**src/rtl/demux1x16_frame_capture.sv**
```systemverilog
// demux1x16_frame_capture
// Registered 1-to-16 demultiplexer with frame tracking. Each valid input word
// goes to one of 16 held output lanes. The lane is chosen by s in addressed
// mode or by an internal wrapping pointer in sequential mode. Per-lane
// written flags, their population count and a one-cycle frame completion
// pulse let parallel consumers know when a full set of fresh lanes is ready.

module demux1x16_frame_capture #(
   parameter int DATA_W = 1
) (
   input  logic                 clk,
   input  logic                 rst,
   input  logic [DATA_W-1:0]    din,
   input  logic                 din_valid,
   input  logic [3:0]           s,
   input  logic                 mode,
   input  logic                 clr,
   output logic [16*DATA_W-1:0] y,
   output logic [15:0]          y_vld,
   output logic [4:0]           cnt,
   output logic [3:0]           ptr,
   output logic                 frame_done
);

   // Frame tracking state: no lanes flagged, some flagged, all flagged.
   typedef enum logic [1:0] {
      EMPTY   = 2'd0,
      PARTIAL = 2'd1,
      FULL    = 2'd2
   } state_t;

   state_t      state;
   state_t      state_nxt;

   logic        wr_en;      // a write is committed at the next edge
   logic        seq_wr;     // that write uses the sequential pointer
   logic [3:0]  lane;       // lane targeted by this cycle's write
   logic [15:0] lane_oh;    // one-hot of lane
   logic        lane_new;   // targeted lane is not yet flagged this frame
   logic        last_lane;  // this write sets the final clear flag

   logic [15:0] vld_nxt;
   logic [4:0]  cnt_nxt;
   logic [3:0]  ptr_nxt;
   logic        done_nxt;

   // clr wins over din_valid, so a strobe in a clearing cycle is dropped.
   assign wr_en     = din_valid & ~clr;
   assign seq_wr    = wr_en & mode;
   assign lane      = mode ? ptr : s;
   assign lane_oh   = 16'd1 << lane;
   assign lane_new  = ~|(y_vld & lane_oh);
   assign last_lane = lane_new && (cnt == 5'd15);

   // State register for the frame tracker.
   // NOTE: sequential state uses non-blocking assignments so every register samples pre-edge values.
   always_ff @(posedge clk or posedge rst) begin
      if (rst) begin
         state <= EMPTY;
      end else begin
         state <= state_nxt;
      end
   end

   // Next-state, flag, count and pulse decode for the frame tracker.
   always_comb begin
      // NOTE: every signal gets a default first so no path leaves it unassigned and no latch is inferred.
      state_nxt = state;
      vld_nxt   = y_vld;
      cnt_nxt   = cnt;
      done_nxt  = 1'b0;

      if (clr) begin
         state_nxt = EMPTY;
         vld_nxt   = '0;
         cnt_nxt   = '0;
      end else if (din_valid) begin
         unique case (state)
            EMPTY: begin
               // First write of a frame: exactly one lane becomes flagged.
               state_nxt = PARTIAL;
               vld_nxt   = lane_oh;
               cnt_nxt   = 5'd1;
            end
            PARTIAL: begin
               // Rewrites refresh data only; flags and count move on new lanes.
               vld_nxt = y_vld | lane_oh;
               if (lane_new) begin
                  cnt_nxt = cnt + 5'd1;
               end
               if (last_lane) begin
                  state_nxt = FULL;
                  done_nxt  = 1'b1;
               end
            end
            FULL: begin
               // A write into a complete frame opens the next frame.
               state_nxt = PARTIAL;
               vld_nxt   = lane_oh;
               cnt_nxt   = 5'd1;
            end
            default: begin
               state_nxt = EMPTY;
               vld_nxt   = '0;
               cnt_nxt   = '0;
            end
         endcase
      end
   end

   // Sequential pointer: advances on sequential-mode writes, wraps 15 -> 0,
   // survives frame completion and addressed-mode traffic.
   always_comb begin
      ptr_nxt = ptr;
      if (clr) begin
         ptr_nxt = '0;
      end else if (seq_wr) begin
         ptr_nxt = ptr + 4'd1;
      end
   end

   // Flag, count, pointer and frame pulse registers.
   always_ff @(posedge clk or posedge rst) begin
      if (rst) begin
         y_vld      <= '0;
         cnt        <= '0;
         ptr        <= '0;
         frame_done <= 1'b0;
      end else begin
         y_vld      <= vld_nxt;
         cnt        <= cnt_nxt;
         ptr        <= ptr_nxt;
         frame_done <= done_nxt;
      end
   end

   // Lane data registers: only the addressed lane loads; clr leaves data intact.
   always_ff @(posedge clk or posedge rst) begin
      if (rst) begin
         // NOTE: the lane storage is reset because consumers must see all-zero lanes while rst is high.
         y <= '0;
      end else if (wr_en) begin
         for (int k = 0; k < 16; k++) begin
            if (lane_oh[k]) begin
               y[k*DATA_W +: DATA_W] <= din;
            end
         end
      end
   end

endmodule
```
**config.mk**
```make
export PLATFORM = sky130hd
export DESIGN_NAME = demux1x16_frame_capture
export DESIGN_NICKNAME = d
export VERILOG_FILES = /design/src/rtl/demux1x16_frame_capture.sv
export SDC_FILE = /design/constraint.sdc
export NUM_CORES = 1
export LEC_CHECK = 0
export BUFFER_PORTS_ARGS = -buffer_cell sky130_fd_sc_hd__buf_2
export CORE_ASPECT_RATIO = 0.8
export CORE_MARGIN = 1
export CORE_UTILIZATION = 25
export DETAILED_ROUTE_END_ITERATION = 10
export GPL_ROUTABILITY_DRIVEN = 0
export REMOVE_ABC_BUFFERS = 1
export SLEW_MARGIN = 15
export SYNTH_ARGS = -nofsm -noshare
export SYNTH_HDL_FRONTEND = slang
export SYNTH_SLANG_ARGS = --single-unit
```
**constraint.sdc**
```tcl
create_clock -name clk -period 2.34 [get_ports clk]
set_clock_uncertainty 0.05 [all_clocks]
set_input_delay 0.117 -clock clk [delete_from_list [all_inputs] [get_ports clk]]
set_output_delay 0.117 -clock clk [all_outputs]
set_load 0.01 [all_outputs]
```
==> results of run 1 <==
## cells in the final DEF (no fill, tap or decap), drive strengths merged, types with 2 or more instances in the layout
master  synthesis  routed
a21oi           5       5
a311oi          2       2
a31o            2       2
a32o            2       2
and2            2       2
and3            5       5
buf             5      60
clkbuf          4       6
clkinv          0       2
dfrtp          44      44
ha              3       3
inv             7       6
mux2           19      19
mux2i           4       4
nand2          34      34
nand2b          6       6
nand3           9       9
nand4           4       4
nand4b          4       4
nor2           25      25
nor3            5       5
nor3b           2       2
o211ai          4       4
o21ai          20      20
o32ai           2       2
or3             2       2
xnor2           2       2
## state kept, by name (all words and copies together) (netlist names)
signal and count:
state 2, y 16, cnt 5, y_vld 16, frame_done 1, ptr 4
## routing by layer
metal	routed length, um	share of wire
met5	0	0
met4	74	0.012
met3	431	0.069
met2	2541	0.40
met1	3242	0.52
## layout make-up
cell class	instances	area, sq um
flip-flops and latches	44	1101
clock buffers	6	138.9
well taps	115	143.9
repair buffers	61	332.8
fillers	933	6153
clock inverters	2	38.79
multi-input cells	179	1180
inverters	7	26.28
## report_power, final
part	switching, W	internal (W)
Sequential	0.0000509	0.000829
Combinational	0.000200	0.000153
Clock	0.000310	0.000535
Total	0.000561	0.00152
## worst paths after layout
check                        from      to  slack, ns  cells past startpoint
setup / recovery           ptr[2]  cnt[4]       0.15                      6
hold / removal                clr  ptr[3]       0.09                      2
setup reg to reg           ptr[2]  cnt[4]       0.15                      6
hold reg to reg             y[14]   y[14]       0.45                      1
max in group asynchronous     rst  ptr[3]       1.40                      4
min in group asynchronous     rst   y[10]       0.45                      4
## cell families (layout without fill, tap and decap cells)
| logic type | count (synthesis) | in the layout | synth area share |
|---|---|---|---|
| AO/OA/AOI/OAI | 47 | 47 | 0.1432 |
| XOR/XNOR | 3 | 3 | 0.01114 |
| adder cells (fa/ha/maj) | 3 | 3 | 0.01591 |
| buffers and inverters | 16 | 76 | 0.03340 |
| flip-flops | 44 | 44 | 0.4666 |
| multiplexers | 24 | 24 | 0.1204 |
| AND/OR/NAND/NOR | 102 | 102 | 0.2094 |
## per-stage QoR
| step | hold slack (ns) | area [sq um] | total power [W] |
|---|---|---|---|
| 6_report | 0.08867 | 2962 | 0.002078 |
| 5_1_grt | 0.1342 | 2962 | 0.002168 |
| 3_5_place_dp | 0.2456 | 2774 | 0.001246 |
| 4_1_cts | 0.08689 | 2962 | 0.002096 |
| 3_3_place_gp | 0.2306 | 2774 | 0.001243 |
| 2_1_floorplan | 0.1301 | 2307 | 0.001087 |
## worst reg2reg max path: cells and delay by family (launching register included)
kind            cells  cell delay (ns)
compound gates      3             0.69
flops               1             0.48
mux                 1             0.43
simple gates        2             0.42
## timing repair
action	in CTS	in global routing
buffers inserted	0	0
setup endpoints to repair	0	0
hold buffers	1	0
endpoints found under the hold margin	44	0
## Yosys cell counts (2+ instances only)
master    instances
a21oi_1           5
a32o_1            2
and3_1            5
buf_2             3
buf_6             2
clkbuf_1          4
dfrtp_1          44
ha_1              3
inv_1             7
mux2_2           18
mux2i_1           3
nand2_1          34
nand2b_1          6
nand3_1           9
nand4_1           4
nand4b_1          4
nor2_1           25
nor3_1            5
nor3b_1           2
o211ai_1          4
o21ai_0          18
o21ai_1           2
o32ai_1           2
or3_1             2
xnor2_1           2
==> flow_metrics.tcl, run 1 <==
set metrics [dict create \
    wl_um 6289 \
    die_width_um 110.6 \
    fin_util 0.3249 \
    place_ws_ns 0.09829 \
    syn_inst 239 \
    setup_viol 0 \
    status "complete, no violations" \
    die-area_sq_um 9834 \
    cts_sinks 44 \
    yosysTopAreaCell "dfrtp_1" \
    critPathArrivalTime_ns 2.31 \
    htreeDepth 2 \
    crit_type "reg2reg" \
    final_cells 414 \
    cts_buffer_depth 2 \
    cpLargestDelayFamily "compound AO/OA/AOI/OAI gates" \
    maxCapViolCount 0 \
    top_usage_layer "met1" \
    start_util 0.2589 \
    rsz0062_at_grt "false" \
    grt_usage 0.1339 \
    period_minus_slack_ns 2.192 \
    finalHoldViolCount 0 \
    path_cells "mux2i_2 -> nand4b_1 -> a21oi_1 -> a311oi_4 -> and2_4 -> o211ai_1" \
    fin_ws_ns 0.1485 \
    ys_seq_elements 44 \
    clock_latency_ns 0.29 \
    cts_resized 0 \
    diodes 0 \
    p_per_area_nw_per_um2 701.7 \
    grt_pass1_wl_um 10340 \
    synth_cell_types 49 \
    critPathBufInv 0 \
    met2_usage 0.1858 \
    ys.flop_type "dfrtp_1" \
    synthArstFlopShare 1.000 \
    via_per_inst 4.937 \
    core-area_sq_um 9115 \
    dpl.cell_count 405 \
    cts_made_buffers 5 \
    tns_ns 0 \
    period_share 0.9366 \
    worstMarginPinSlew_ns 0.5629 \
    num_vias 2044 \
    fmax_mhz 456.3 \
    synth_area_sq_um 2360 \
    synth_area_per_cell_sq_um 9.873 \
    slowest_delay_ns 0.48 \
    synth_warnings 0 \
    path_clk_slew_ns 0.06 \
    drv_slew 0 \
    port_buffers 51 \
    drive_above_1_share 0.3177 \
    setup.worst_path.end_class "register" \
    grt_max_degree 45 \
    power.leakage_nw 1.404 \
    vdd_drop_max_mv 0.3085 \
    cts.root.buffer_cell "clkbuf_16" \
    synth_edf_count 0 \
    met3_usage 0.03051 \
    yosysSeqAreaShare 0.4666 \
    synth_top_area_frac 0.4666 \
    drc_errors 0 \
    cp.required_ns 2.45 \
    slowest_stage "dfrtp_1" \
    hold_class "in2reg" \
    grt.overflow.total 0 \
    dp_hpwl_um 4731 \
    syn_to_final_growth_pct 25.50 \
    cp_max_fo 9 \
    ant_nets 0 \
    nets 311 \
    cts_tree "built" \
    antenna_found_initial 0 \
    synth_area_leaders "dfrtp_1 47%, mux2_2 8.6%, nand2_1 5.4%, nor2_1 4.0%, o21ai_0 3.8%" \
    slew_headroom 0.6248 \
    rows 31 \
    met1_usage 0.2030 \
    post_drt_wl_per_cell_um 15.19 \
    boundaryPins 52 \
    die_height_um 88.90 \
    dr.pass1.iters 4 \
    drt_iter0_markers 126 \
    grt_pass1_vias 1920 \
    start_kind "register" \
]
No activity file was read; power rests on OpenSTA's default activity.
==> run 2, diff against run 1 <==
- ABC_AREA: not set -> 1
==> flow_metrics.tcl, run 2 <==
set metrics [dict create \
    tns_ns 0 \
    path_cells "inv_1 -> nand2_1 -> nand2_1 -> nor2_1 -> nand4_1 -> nand2_1 -> nor2_1 -> nand2_1 -> nor2_1 -> nand2_2 -> nand2_1 -> nand2_1 -> nand2_1 -> nand2_1" \
    dr.pass1.iters 4 \
    drive_above_1_share 0.2469 \
    fin_total_pwr_w 0.001887 \
    setup_viol 0 \
    grt_pass1_wl_um 9942 \
    synth_warnings 0 \
    critPathBufInv 1 \
    synth_area_sq_um 2263 \
    synth_top_area_frac 0.4865 \
    slowest_delay_ns 0.42 \
    synth_area_leaders "dfrtp_1 49%, nand2_1 14%, a32o_1 7.1%, nand4_1 4.7%, nor2_1 4.6%" \
    diodes 0 \
    start_util 0.2622 \
    critPathArrivalTime_ns 2.03 \
    clock_latency_ns 0.28 \
    start_kind "register" \
    place_ws_ns 0.5354 \
    power.leakage_nw 1.407 \
    die_height_um 87.11 \
    hold_class "in2reg" \
    seq_area_sq_um 1101 \
    slowest_stage "dfrtp_1" \
    post_cts_buffers 0 \
    synthArstFlopShare 1.000 \
    drc_errors 0 \
    cts.root.buffer_cell "clkbuf_16" \
    nets 333 \
    cp_max_fo 6 \
    multi_input_area_sq_um 1016 \
    worstMarginPinSlew_ns 0.6508 \
    cts_tree "built" \
    die_width_um 108.4 \
    synth.top_cells.by_count "83 x nand2_1, 44 x dfrtp_1, 28 x nor2_1" \
    synth_area_per_cell_sq_um 8.414 \
    fin_ws_ns 0.4777 \
    crit_type "reg2reg" \
    num_vias 2006 \
    period_share 0.7959 \
    port_buffers 51 \
    core-area_sq_um 8633 \
    maxCapViolCount 0 \
    wl_um 5812 \
    top_regs "y x16, y_vld x16, cnt x5" \
    cts_resized 0 \
    fillCellCount 927 \
    cpLargestDelayFamily "simple AND/OR/NAND/NOR gates" \
    final_common_cell "nand2_1" \
    drv_slew 0 \
    rows 30 \
    boundaryPins 52 \
    dp_hpwl_um 4230 \
    htreeDepth 2 \
    syn_to_final_growth_pct 22.06 \
    cts_made_buffers 5 \
    ys.flop_type "dfrtp_1" \
    vdd_drop_max_mv 0.3524 \
    cp_common_cell "nand2_1" \
    synth_cell_types 25 \
    via_per_inst 4.644 \
    yosysTopAreaCell "dfrtp_1" \
    synth_edf_count 0 \
    syn_inst 269 \
    cts_sinks 44 \
    holdBufCountCts 1 \
    finalHoldViolCount 0 \
    synth.most_common_cell "nand2_1" \
    grt.overflow.total 0 \
    post_drt_wl_per_cell_um 13.45 \
    fmax_mhz 537.0 \
    slew_headroom 0.5651 \
    final_cell_mix "83 x nand2_1, 51 x buf_2, 44 x dfrtp_1" \
    grt_pass1_vias 2028 \
    ys_seq_elements 44 \
    path_clk_slew_ns 0.06 \
    p_per_area_nw_per_um2 683.0 \
    yosysSeqAreaShare 0.4865 \
    antenna_found_initial 0 \
    hold_depth 3 \
    grt_usage 0.1342 \
    drt_iter0_markers 161 \
    die-area_sq_um 9440 \
    status "complete, no violations" \
    path_depth 14 \
    grt_max_degree 45 \
    rr_worst_depth 14 \
    cts_buffer_depth 2 \
    rsz0062_at_grt "false" \
    cp.required_ns 2.51 \
    ant_nets 0 \
    period_minus_slack_ns 1.862 \
    setup.worst_path.end_class "register" \
]
## run 2: report_power, final
group / internal [W] / leakage [nW] / switching (W) / total (W)
sequential: 0.000839 / 0.593 / 0.0000495 / 0.000888
clock: 0.000387 / 0.0657 / 0.000282 / 0.000669
combinational: 0.000118 / 0.749 / 0.000211 / 0.000329
total: 0.00134 / 1.41 / 0.000542 / 0.00189
## run 2: cell type report
class	count	share of cell area
Clock inverter	2	0.004529
Tap cell	112	0.05072
Sequential cell	44	0.3986
Clock buffer	5	0.04529
Timing Repair Buffer	55	0.1042
Multi-Input combinational cell	194	0.3678
Inverter	20	0.02899
## run 2: kinds of logic after synthesis
family / after synthesis / synth area share
and+or+nand+nor: 142 / 0.2703
AOI/OAI and AO/OA: 47 / 0.1531
DFF: 44 / 0.4865
buffers and inverters: 31 / 0.06578
adders and majority gates: 3 / 0.01659
xor gates and xnor gates: 2 / 0.007740
## run 2: path summary, 6_finish.rpt
check	from	end	slack, ns
worst min register to register	y[7]	y[7]	0.43
worst max register to register	ptr[1]	state[0]	0.48
worst min-delay path	din_valid	frame_done	0.08
max in group asynchronous	rst	ptr[1]	1.37
worst max-delay path	ptr[1]	state[0]	0.48
min in group asynchronous	rst	y[3]	0.46
## run 2: worst reg2reg max path, delay by kind of cell (launching register included)
family,cells,cell delay (ns)
buffers and inverters,1,0.07
and+or+nand+nor,13,1.26
DFF,1,0.42
## run 2: routing by layer
layer,part of all wire,track usage,vias up,wire length (um)
met5,0,0,-,0
li1,-,-,1011,-
met2,0.43,0.2061,53,2494
met1,0.52,0.1931,937,2994
met3,0.048,0.02842,5,279
met4,0.0074,0.02948,0,43
## run 2: through the flow
step	std cells	util	hold WS (ns)	area [sq um]
6_report	432	0.3200	0.08172	2763
5_1_grt	432	0.3200	0.07748	2763
4_1_cts	432	0.3200	0.06905	2763
3_5_place_dp	424	0.3029	0.2509	2615
3_3_place_gp	424	0.3029	0.2407	2615
2_1_floorplan	258	-	0.2102	2195
